[src/rtl/kersr_pkg.sv]
// Shared constants and FSM encoding for the kernel SRAM read path.
package kersr_pkg;

  localparam int unsigned KER_SRAM_NUM  = 8;
  localparam int unsigned ADDR_CNT_BITS = 11;
  localparam int unsigned DATA_BITS     = 64;
  localparam int unsigned KER_ST_LENGTH = 288;
  localparam int unsigned PASS_BITS     = 8;
  localparam int unsigned KER_WORD_BITS = KER_SRAM_NUM * DATA_BITS;

  typedef enum logic [1:0] {
    IDLE  = 2'd0,
    RUN   = 2'd1,
    DRAIN = 2'd2,
    DONE  = 2'd3
  } kr_state_t;

endpackage

[src/rtl/count_yi_v3.sv]
// Wrapping up-counter 0..final_number-1 with synchronous clear.
module count_yi_v3 #(
  parameter int unsigned BITS_OF_END_NUMBER = 11,
  parameter int unsigned final_number       = 288
) (
  input  logic                          clk,
  input  logic                          reset,
  input  logic                          clear,
  input  logic                          enable,
  output logic [BITS_OF_END_NUMBER-1:0] count,
  output logic                          last_c
);

  assign last_c = (count == BITS_OF_END_NUMBER'(final_number - 1));

  always_ff @(posedge clk) begin
    if (reset || clear)
      count <= '0;
    else if (enable)
      count <= last_c ? '0 : count + BITS_OF_END_NUMBER'(1);
  end

endmodule

[src/rtl/kersram_r_obuf.sv]
// Two-entry FIFO holding SRAM read beats; entry 0 is always the head.
module kersram_r_obuf import kersr_pkg::*; #(
  parameter int unsigned WIDTH = KER_WORD_BITS + 1
) (
  input  logic             clk,
  input  logic             reset,
  input  logic             push,
  input  logic             pop,
  input  logic [WIDTH-1:0] din,
  output logic [WIDTH-1:0] dout,
  output logic             valid,
  output logic [1:0]       occ
);

  logic [WIDTH-1:0] ent0_q, ent1_q;
  logic [1:0]       occ_q;

  always_ff @(posedge clk) begin
    if (reset) begin
      ent0_q <= '0;
      ent1_q <= '0;
      occ_q  <= 2'd0;
    end else begin
      case ({push, pop})
        2'b10: begin
          if (occ_q == 2'd0) ent0_q <= din;
          else               ent1_q <= din;
          occ_q <= occ_q + 2'd1;
        end
        2'b01: begin
          ent0_q <= ent1_q;
          occ_q  <= occ_q - 2'd1;
        end
        2'b11: begin
          // Head leaves; the new beat lands behind whatever remains.
          if (occ_q == 2'd2) begin
            ent0_q <= ent1_q;
            ent1_q <= din;
          end else begin
            ent0_q <= din;
          end
        end
        default: ;
      endcase
    end
  end

  assign dout  = ent0_q;
  assign valid = (occ_q != 2'd0);
  assign occ   = occ_q;

  a_no_overflow: assert property (@(posedge clk) disable iff (reset)
    !(push && !pop && (occ_q == 2'd2)));

endmodule

[src/rtl/kersram_r.sv]
// Kernel SRAM read sequencer: sweeps all eight SRAMs in lock-step for N passes
// and streams the words to the PE array through a 2-deep skid buffer.
module kersram_r #(
  parameter int unsigned ADDR_CNT_BITS = kersr_pkg::ADDR_CNT_BITS,
  parameter int unsigned KER_ST_LENGTH = kersr_pkg::KER_ST_LENGTH,
  parameter int unsigned DATA_BITS     = kersr_pkg::DATA_BITS
) (
  input  logic                     clk,
  input  logic                     reset,
  input  logic                     start_ker_read,
  input  logic [7:0]               cfg_ker_pass,
  output logic                     ker_read_busy,
  output logic                     ker_read_done,
  output logic                     cen_kersr_0, cen_kersr_1, cen_kersr_2, cen_kersr_3,
  output logic                     cen_kersr_4, cen_kersr_5, cen_kersr_6, cen_kersr_7,
  output logic                     wen_kersr_0, wen_kersr_1, wen_kersr_2, wen_kersr_3,
  output logic                     wen_kersr_4, wen_kersr_5, wen_kersr_6, wen_kersr_7,
  output logic [ADDR_CNT_BITS-1:0] addr_kersr_0, addr_kersr_1, addr_kersr_2, addr_kersr_3,
  output logic [ADDR_CNT_BITS-1:0] addr_kersr_4, addr_kersr_5, addr_kersr_6, addr_kersr_7,
  input  logic [DATA_BITS-1:0]     dout_kersr_0, dout_kersr_1, dout_kersr_2, dout_kersr_3,
  input  logic [DATA_BITS-1:0]     dout_kersr_4, dout_kersr_5, dout_kersr_6, dout_kersr_7,
  output logic [DATA_BITS-1:0]     ker_read_data_0, ker_read_data_1, ker_read_data_2, ker_read_data_3,
  output logic [DATA_BITS-1:0]     ker_read_data_4, ker_read_data_5, ker_read_data_6, ker_read_data_7,
  output logic                     ker_read_valid,
  input  logic                     ker_read_ready,
  output logic                     ker_read_last
);
  import kersr_pkg::*;

  localparam int unsigned BEAT_BITS = KER_SRAM_NUM * DATA_BITS + 1;

  kr_state_t                state_q, state_d;
  logic                     inflight_q, inflight_last_q;
  logic [PASS_BITS-1:0]     pass_ct_q, pass_max_q;
  logic [ADDR_CNT_BITS-1:0] addr_ct;
  logic                     addr_last_c;
  logic [1:0]               occ;
  logic                     pop, issue, final_pass, drain_empty;
  logic [BEAT_BITS-1:0]     push_beat, head_beat;
  logic [ADDR_CNT_BITS-1:0] rd_addr;

  // Issue only if this read, plus everything buffered or in flight, still fits.
  assign pop         = ker_read_valid & ker_read_ready;
  assign issue       = (state_q == RUN) &&
                       (({1'b0, occ} + {2'b0, inflight_q}) < (3'd2 + {2'b0, pop}));
  assign final_pass  = (pass_ct_q == pass_max_q - PASS_BITS'(1));
  assign drain_empty = !inflight_q && ((occ == 2'd0) || ((occ == 2'd1) && pop));

  count_yi_v3 #(
    .BITS_OF_END_NUMBER (ADDR_CNT_BITS),
    .final_number       (KER_ST_LENGTH)
  ) u_addr_ct (
    .clk    (clk),
    .reset  (reset),
    .clear  (state_q == IDLE),
    .enable (issue),
    .count  (addr_ct),
    .last_c (addr_last_c)
  );

  always_ff @(posedge clk) begin
    if (reset) begin
      state_q         <= IDLE;
      inflight_q      <= 1'b0;
      inflight_last_q <= 1'b0;
      pass_ct_q       <= '0;
      pass_max_q      <= PASS_BITS'(1);
    end else begin
      state_q         <= state_d;
      inflight_q      <= issue;
      inflight_last_q <= issue && addr_last_c;
      if ((state_q == IDLE) && start_ker_read) begin
        pass_ct_q  <= '0;
        pass_max_q <= (cfg_ker_pass == '0) ? PASS_BITS'(1) : cfg_ker_pass;
      end else if (issue && addr_last_c) begin
        pass_ct_q <= pass_ct_q + PASS_BITS'(1);
      end
    end
  end

  always_comb begin
    state_d = state_q;
    case (state_q)
      IDLE:    if (start_ker_read) state_d = RUN;
      RUN:     if (issue && addr_last_c && final_pass) state_d = DRAIN;
      DRAIN:   if (drain_empty) state_d = DONE;
      DONE:    state_d = IDLE;
      default: state_d = IDLE;
    endcase
  end

  kersram_r_obuf #(.WIDTH(BEAT_BITS)) u_obuf (
    .clk   (clk),
    .reset (reset),
    .push  (inflight_q),
    .pop   (pop),
    .din   (push_beat),
    .dout  (head_beat),
    .valid (ker_read_valid),
    .occ   (occ)
  );

  assign push_beat = {inflight_last_q, dout_kersr_7, dout_kersr_6, dout_kersr_5, dout_kersr_4,
                      dout_kersr_3, dout_kersr_2, dout_kersr_1, dout_kersr_0};

  assign ker_read_data_0 = head_beat[0*DATA_BITS +: DATA_BITS];
  assign ker_read_data_1 = head_beat[1*DATA_BITS +: DATA_BITS];
  assign ker_read_data_2 = head_beat[2*DATA_BITS +: DATA_BITS];
  assign ker_read_data_3 = head_beat[3*DATA_BITS +: DATA_BITS];
  assign ker_read_data_4 = head_beat[4*DATA_BITS +: DATA_BITS];
  assign ker_read_data_5 = head_beat[5*DATA_BITS +: DATA_BITS];
  assign ker_read_data_6 = head_beat[6*DATA_BITS +: DATA_BITS];
  assign ker_read_data_7 = head_beat[7*DATA_BITS +: DATA_BITS];
  assign ker_read_last   = ker_read_valid & head_beat[BEAT_BITS-1];

  assign ker_read_busy = (state_q == RUN) || (state_q == DRAIN);
  assign ker_read_done = (state_q == DONE);

  assign rd_addr = issue ? addr_ct : '0;
  assign {cen_kersr_7, cen_kersr_6, cen_kersr_5, cen_kersr_4,
          cen_kersr_3, cen_kersr_2, cen_kersr_1, cen_kersr_0} = {8{~issue}};
  assign {wen_kersr_7, wen_kersr_6, wen_kersr_5, wen_kersr_4,
          wen_kersr_3, wen_kersr_2, wen_kersr_1, wen_kersr_0} = 8'hFF;
  assign addr_kersr_0 = rd_addr;
  assign addr_kersr_1 = rd_addr;
  assign addr_kersr_2 = rd_addr;
  assign addr_kersr_3 = rd_addr;
  assign addr_kersr_4 = rd_addr;
  assign addr_kersr_5 = rd_addr;
  assign addr_kersr_6 = rd_addr;
  assign addr_kersr_7 = rd_addr;

endmodule

[config.mk]
export PLATFORM = sky130hd
export DESIGN_NAME = kersram_r
export DESIGN_NICKNAME = d
export VERILOG_FILES = /design/src/rtl/kersr_pkg.sv /design/src/rtl/count_yi_v3.sv /design/src/rtl/kersram_r_obuf.sv /design/src/rtl/kersram_r.sv
export SDC_FILE = /design/constraint.sdc
export NUM_CORES = 2
export LEC_CHECK = 0
export CELL_PAD_IN_SITES_DETAIL_PLACEMENT = 1
export CELL_PAD_IN_SITES_GLOBAL_PLACEMENT = 1
export CORE_AREA = 2 2 447 449
export CTS_BUF_LIST = sky130_fd_sc_hd__clkbuf_16
export DETAILED_ROUTE_END_ITERATION = 12
export DIE_AREA = 0 0 449 451
export PLACE_DENSITY_LB_ADDON = 0.15
export RECOVER_POWER = 50
export SLEW_MARGIN = 30
export SYNTH_ARGS = -nofsm -noshare
export SYNTH_HDL_FRONTEND = slang
export SYNTH_SLANG_ARGS = --single-unit
export TNS_END_PERCENT = 30
[constraint.sdc]
create_clock -name clk -period 3.48 [get_ports clk]
set_input_delay 0.348 -clock clk [delete_from_list [all_inputs] [get_ports clk]]
set_output_delay 0.348 -clock clk [all_outputs]
set_load 0.02 [all_outputs]
==> impl.org <==
** GRT
- Total grt overflow :: 0
- Global-route wire length before repair :: 282 mm
- Entering global routing, the biggest net connects 120 pins.
- The initial antenna violation count is 63.
- The via count of the first global-routing pass was about 40,000.
- Global routing used between 10% and 20% of the available tracks across all layers.

** Synth
- After synthesis, the netlist uses 51 different library cells.
- Sequential cells were found to cover ~48% of the synthesized design area.
- For this run, the number of Yosys warnings is 0.
- Yosys reg bits :: approximately 1,100
- Cell area after synthesis :: 44,200 um2
- Post-synth EDFFs :: 0
- Cell accounting for the most synthesized area :: sky130_fd_sc_hd__dfxtp_1
- Area contributors post-synth :: sky130_fd_sc_hd__dfxtp_1 (48%), sky130_fd_sc_hd__buf_4 (10%), sky130_fd_sc_hd__a221oi_1 (10%)
- Number of instances in the synthesized netlist :: ~5,400
- The average instance in the mapped netlist occupies between 8 and 9 um2.
- Area share of the largest cell type after synthesis :: between 40% and 50%
- Share of flip-flops with an asynchronous set or reset after synthesis :: 0%
- Predominant post-synthesis flop cell :: sky130_fd_sc_hd__dfxtp_1

** Power and ir drop
- Maximum VDD drop :: approximately 0.00043 V
- Summed over all cells, the static leakage comes to approximately 21 nW.
- In this run the power density over the cells is just over 900 nW/um2.

** STA
- Final hold violation count :: 0
- Number of pins exceeding their max-slew limit in the final report :: 0
- Worst hold margin :: approximately 75 ps
- Headroom to the max-slew limit came out at approximately two fifths.
- For the final routed database, the setup TNS stands at 0 ps.
- Max Clk Rate :: 298 MHz
- Post-layout min period :: 3360 ps
- Period utilization :: a little over nine tenths
- For the pin with the worst max-slew slack, the measured transition is approximately 890 ps.
- The clock arrives with between 30 and 40 ps of skew.
- Setup violations remaining at the end of the flow were counted as 0.
- Unrepaired setup endpoints after global routing :: yes

** Routing
- Detailed Route WL :: just under 200 mm
- In the routed design, unresolved DRC markers number 0.
- For this block, the initial DRC count from the detailed router was 1,995.
- In the final routed layout, each cell accounts on average for approximately 23 um.
- Summing over every cut layer, the via total after detailed routing is approximately 40,000.
- In the routed layout, each cell is associated on average with a via count of about 4.7.
- The detail route stage leaves a number of antenna-violating nets equal to 0.
- DRT Pass-1 Iters :: 5

** Floorplan
- Boundary Pins :: around 1,100
- The die covers ~200,000 um2.
- Starting density of the core :: between 20 and 25%
- Placement Rows :: about 160
- Area of the core :: between 150,000 and 200,000 um2
- The die is 451 um tall.
- Die Span X :: 449 um

** Clocking
- Clock latency on the worst-skew pair :: roughly 800 ps
- CTS saw ~1,100 sinks.
- The H-tree was split into 4 levels.
- Post-CTS Hold Buffers :: 0
- Clk pin slew, worst setup/hold paths :: 60 ps
- Once the clock tree was built, the setup fixing pass inserted 0 buffers.
- Max Buffers Root-to-Sink :: 3
- TritonCTS built the clock tree.
- Buffers inserted during clock tree synthesis total between 100 and 150.
- Cell at the root of the clock tree :: sky130_fd_sc_hd__clkbuf_16

** Critical path
- Critical path startpoint category :: flop
- Type of the setup path with the least slack :: reg -> out
- Critical path required time :: 3130 ps
- CP arrival :: roughly 3000 ps
- The largest single stage delay on the critical path is 420 ps.
- Largest fanout on the critical path :: 14
- The number of buffers and inverters on the critical path is 4.
- On the critical path, the stage with the largest delay is an instance of sky130_fd_sc_hd__or3b_1.
- CP Capture Type :: primary output
- On the critical path the largest part of the delay comes from buffers and inverters.
- The signal on the critical path passes through inv_1 > ha_1 > buf_4 > or3b_1 > a21oi_4 > buf_6 > and2_2 > dlygate4sd2_1.

** Place
- Cell Area, Placed :: between 50,000 and 60,000 um2
- Gp weighted congestion :: between 0.7 and 0.8
- Number of buffers added on ports :: between 1,000 and 1,500
- Detailed placement ended at an HPWL of roughly 130 mm.

** Cells and area
- After filler insertion, the fill cell instance count of the layout stands at roughly 23,000.
- Area occupied by multi-input gates :: roughly 17,000 um2
- Summing all non-filler instances in the final layout gives an area of roughly 60,000 um2.
- Across the whole layout, storage elements account for 21,200 um2.
- Layout cells sized above 1 :: 7.08%
- Layout overhead on the synthesized area :: 33.4%
- Net count of the finished layout :: ~6,300

** Run status
- The flow ran to the end, and the final reports show no timing, DRC or antenna violations.

** Run
- The tool flagged a number of max-cap violations equal to 0.

** Worst hold path
- Classification of the worst-slack hold path :: in -> reg
## flip-flops by register name, summed over array words and instances (netlist names)
name and count:
u_obuf.dout 513, u_obuf.ent1_q 513, u_addr_ct.count 11, pass_ct_q 8
pass_max_q 8, state_q 2, u_obuf.occ 2, inflight_last_q 1
inflight_q 1
## stage by stage
step	setup WS (ps)	cells	utilization [%]	power, mW
after floorplan	498	5405	-	33.5
after global placement	451	8271	27.6	42.8
after detailed placement	386	8271	27.6	43.1
after CTS	-146	8519	29.8	57.2
after global routing	-17.4	8540	29.7	58.5
final	124	8544	29.7	55.0
## worst paths after layout
| path | slack [ps] | end | from | cells past startpoint |
|---|---|---|---|---|
| max | 120 | addr_kersr_2[5] | u_obuf.occ[1] | 8 |
| min | 80 | u_obuf.ent1_q[290] | reset | 2 |
| max reg2reg | 240 | u_obuf.dout[46] | u_obuf.occ[1] | 11 |
| min reg2reg | 450 | u_obuf.ent1_q[21] | u_obuf.ent1_q[21] | 2 |
## final cells by class
| cell class | count | share of cell area [%] |
|---|---|---|
| timing repair buffer | 1272 | 22.5 |
| multi-input combinational | 3266 | 28.4 |
| tap | 2656 | 5.64 |
| antenna | 25 | 0.106 |
| clock inverter | 105 | 1.17 |
| clock buffer | 143 | 6.08 |
| inverter | 18 | 0.117 |
| sequential | 1059 | 36.0 |
## synthesized netlist by cell type, types with 2 or more instances
| master | number |
|---|---|
| sky130_fd_sc_hd__clkbuf_1 | 454 |
| sky130_fd_sc_hd__o211ai_1 | 2 |
| sky130_fd_sc_hd__buf_4 | 605 |
| sky130_fd_sc_hd__nor3_1 | 521 |
| sky130_fd_sc_hd__ha_1 | 15 |
| sky130_fd_sc_hd__or4_1 | 2 |
| sky130_fd_sc_hd__xnor2_1 | 11 |
| sky130_fd_sc_hd__o21ai_1 | 2 |
| sky130_fd_sc_hd__a221oi_1 | 514 |
| sky130_fd_sc_hd__nor4_1 | 4 |
| sky130_fd_sc_hd__xor2_1 | 14 |
| sky130_fd_sc_hd__inv_1 | 17 |
| sky130_fd_sc_hd__buf_6 | 2 |
| sky130_fd_sc_hd__and2_1 | 10 |
| sky130_fd_sc_hd__nand2b_1 | 2 |
| sky130_fd_sc_hd__or3_1 | 2 |
| sky130_fd_sc_hd__nor2_1 | 534 |
| sky130_fd_sc_hd__a41oi_1 | 2 |
| sky130_fd_sc_hd__nand2_1 | 1049 |
| sky130_fd_sc_hd__o21ai_0 | 9 |
| sky130_fd_sc_hd__nand3_1 | 8 |
| sky130_fd_sc_hd__nand4_1 | 4 |
| sky130_fd_sc_hd__nor2b_1 | 2 |
| sky130_fd_sc_hd__dfxtp_1 | 1059 |
| sky130_fd_sc_hd__a21oi_1 | 528 |
## routing by layer
layer  global-route usage, %  vias to the layer above  routed length [um]  share of wire (%)
met1                    22.0                    19773               80600                 41
met4                    6.73                       44                5750                2.9
li1                        -                    18788                   -                  -
met2                    31.8                      961               97200                 50
met5                       0                        -                 300               0.15
met3                    4.86                      303               11100                5.7
## report_power, final
part / internal [mW] / switching (mW) / leakage, nW
combinational: 8.55 / 15.1 / 10.6
sequential: 15.7 / 1.93 / 8.65
clock: 7.81 / 5.93 / 2.22
## placed cells by master, fill, tap and decap left out, types with 3 or more instances in the layout
cell type                         instances
sky130_fd_sc_hd__clkbuf_2                22
sky130_fd_sc_hd__buf_6                    3
sky130_fd_sc_hd__bufinv_16                5
sky130_fd_sc_hd__nand4_1                  4
sky130_fd_sc_hd__clkinv_1                38
sky130_fd_sc_hd__nand2_1               1049
sky130_fd_sc_hd__clkinv_2                12
sky130_fd_sc_hd__o21ai_0                  9
sky130_fd_sc_hd__dfxtp_1               1058
sky130_fd_sc_hd__clkdlybuf4s15_2         64
sky130_fd_sc_hd__inv_6                    6
sky130_fd_sc_hd__clkbuf_1                 6
sky130_fd_sc_hd__diode_2                 25
sky130_fd_sc_hd__conb_1                   8
sky130_fd_sc_hd__nor2_1                 533
sky130_fd_sc_hd__clkbuf_4                 3
sky130_fd_sc_hd__nand3_1                  8
sky130_fd_sc_hd__nor4_1                   4
sky130_fd_sc_hd__dlygate4sd3_1          516
sky130_fd_sc_hd__nor3_1                 521
sky130_fd_sc_hd__xnor2_1                 11
sky130_fd_sc_hd__clkbuf_16              143
sky130_fd_sc_hd__xor2_1                  14
sky130_fd_sc_hd__a21oi_1                527
sky130_fd_sc_hd__clkdlybuf4s50_1        523
sky130_fd_sc_hd__ha_1                    15
sky130_fd_sc_hd__a221oi_1               514
sky130_fd_sc_hd__and2_2                   9
sky130_fd_sc_hd__inv_1                   53
sky130_fd_sc_hd__dlygate4sd2_1           12
sky130_fd_sc_hd__buf_12                  74
sky130_fd_sc_hd__buf_4                   46
## repair_timing
item                                    4_1_cts  5_1_grt
cloned                                        0        0
gates resized for setup                     241       35
endpoints found under the setup margin       96       89
endpoints found under the hold margin         0        0
pin swaps                                     0        0
## kinds of logic after synthesis
group | Yosys count | synth area share [%]
buf+inv | 1080 | 14.4
mux | 1 | 0.0227
xor+xnor | 25 | 0.496
compound gates | 1066 | 16.6
fa+ha+maj | 15 | 0.425
simple gates | 2151 | 20.1
flops | 1059 | 48.0
other cells | 1 | 0.00849
Power figures use the tool's default switching activity.
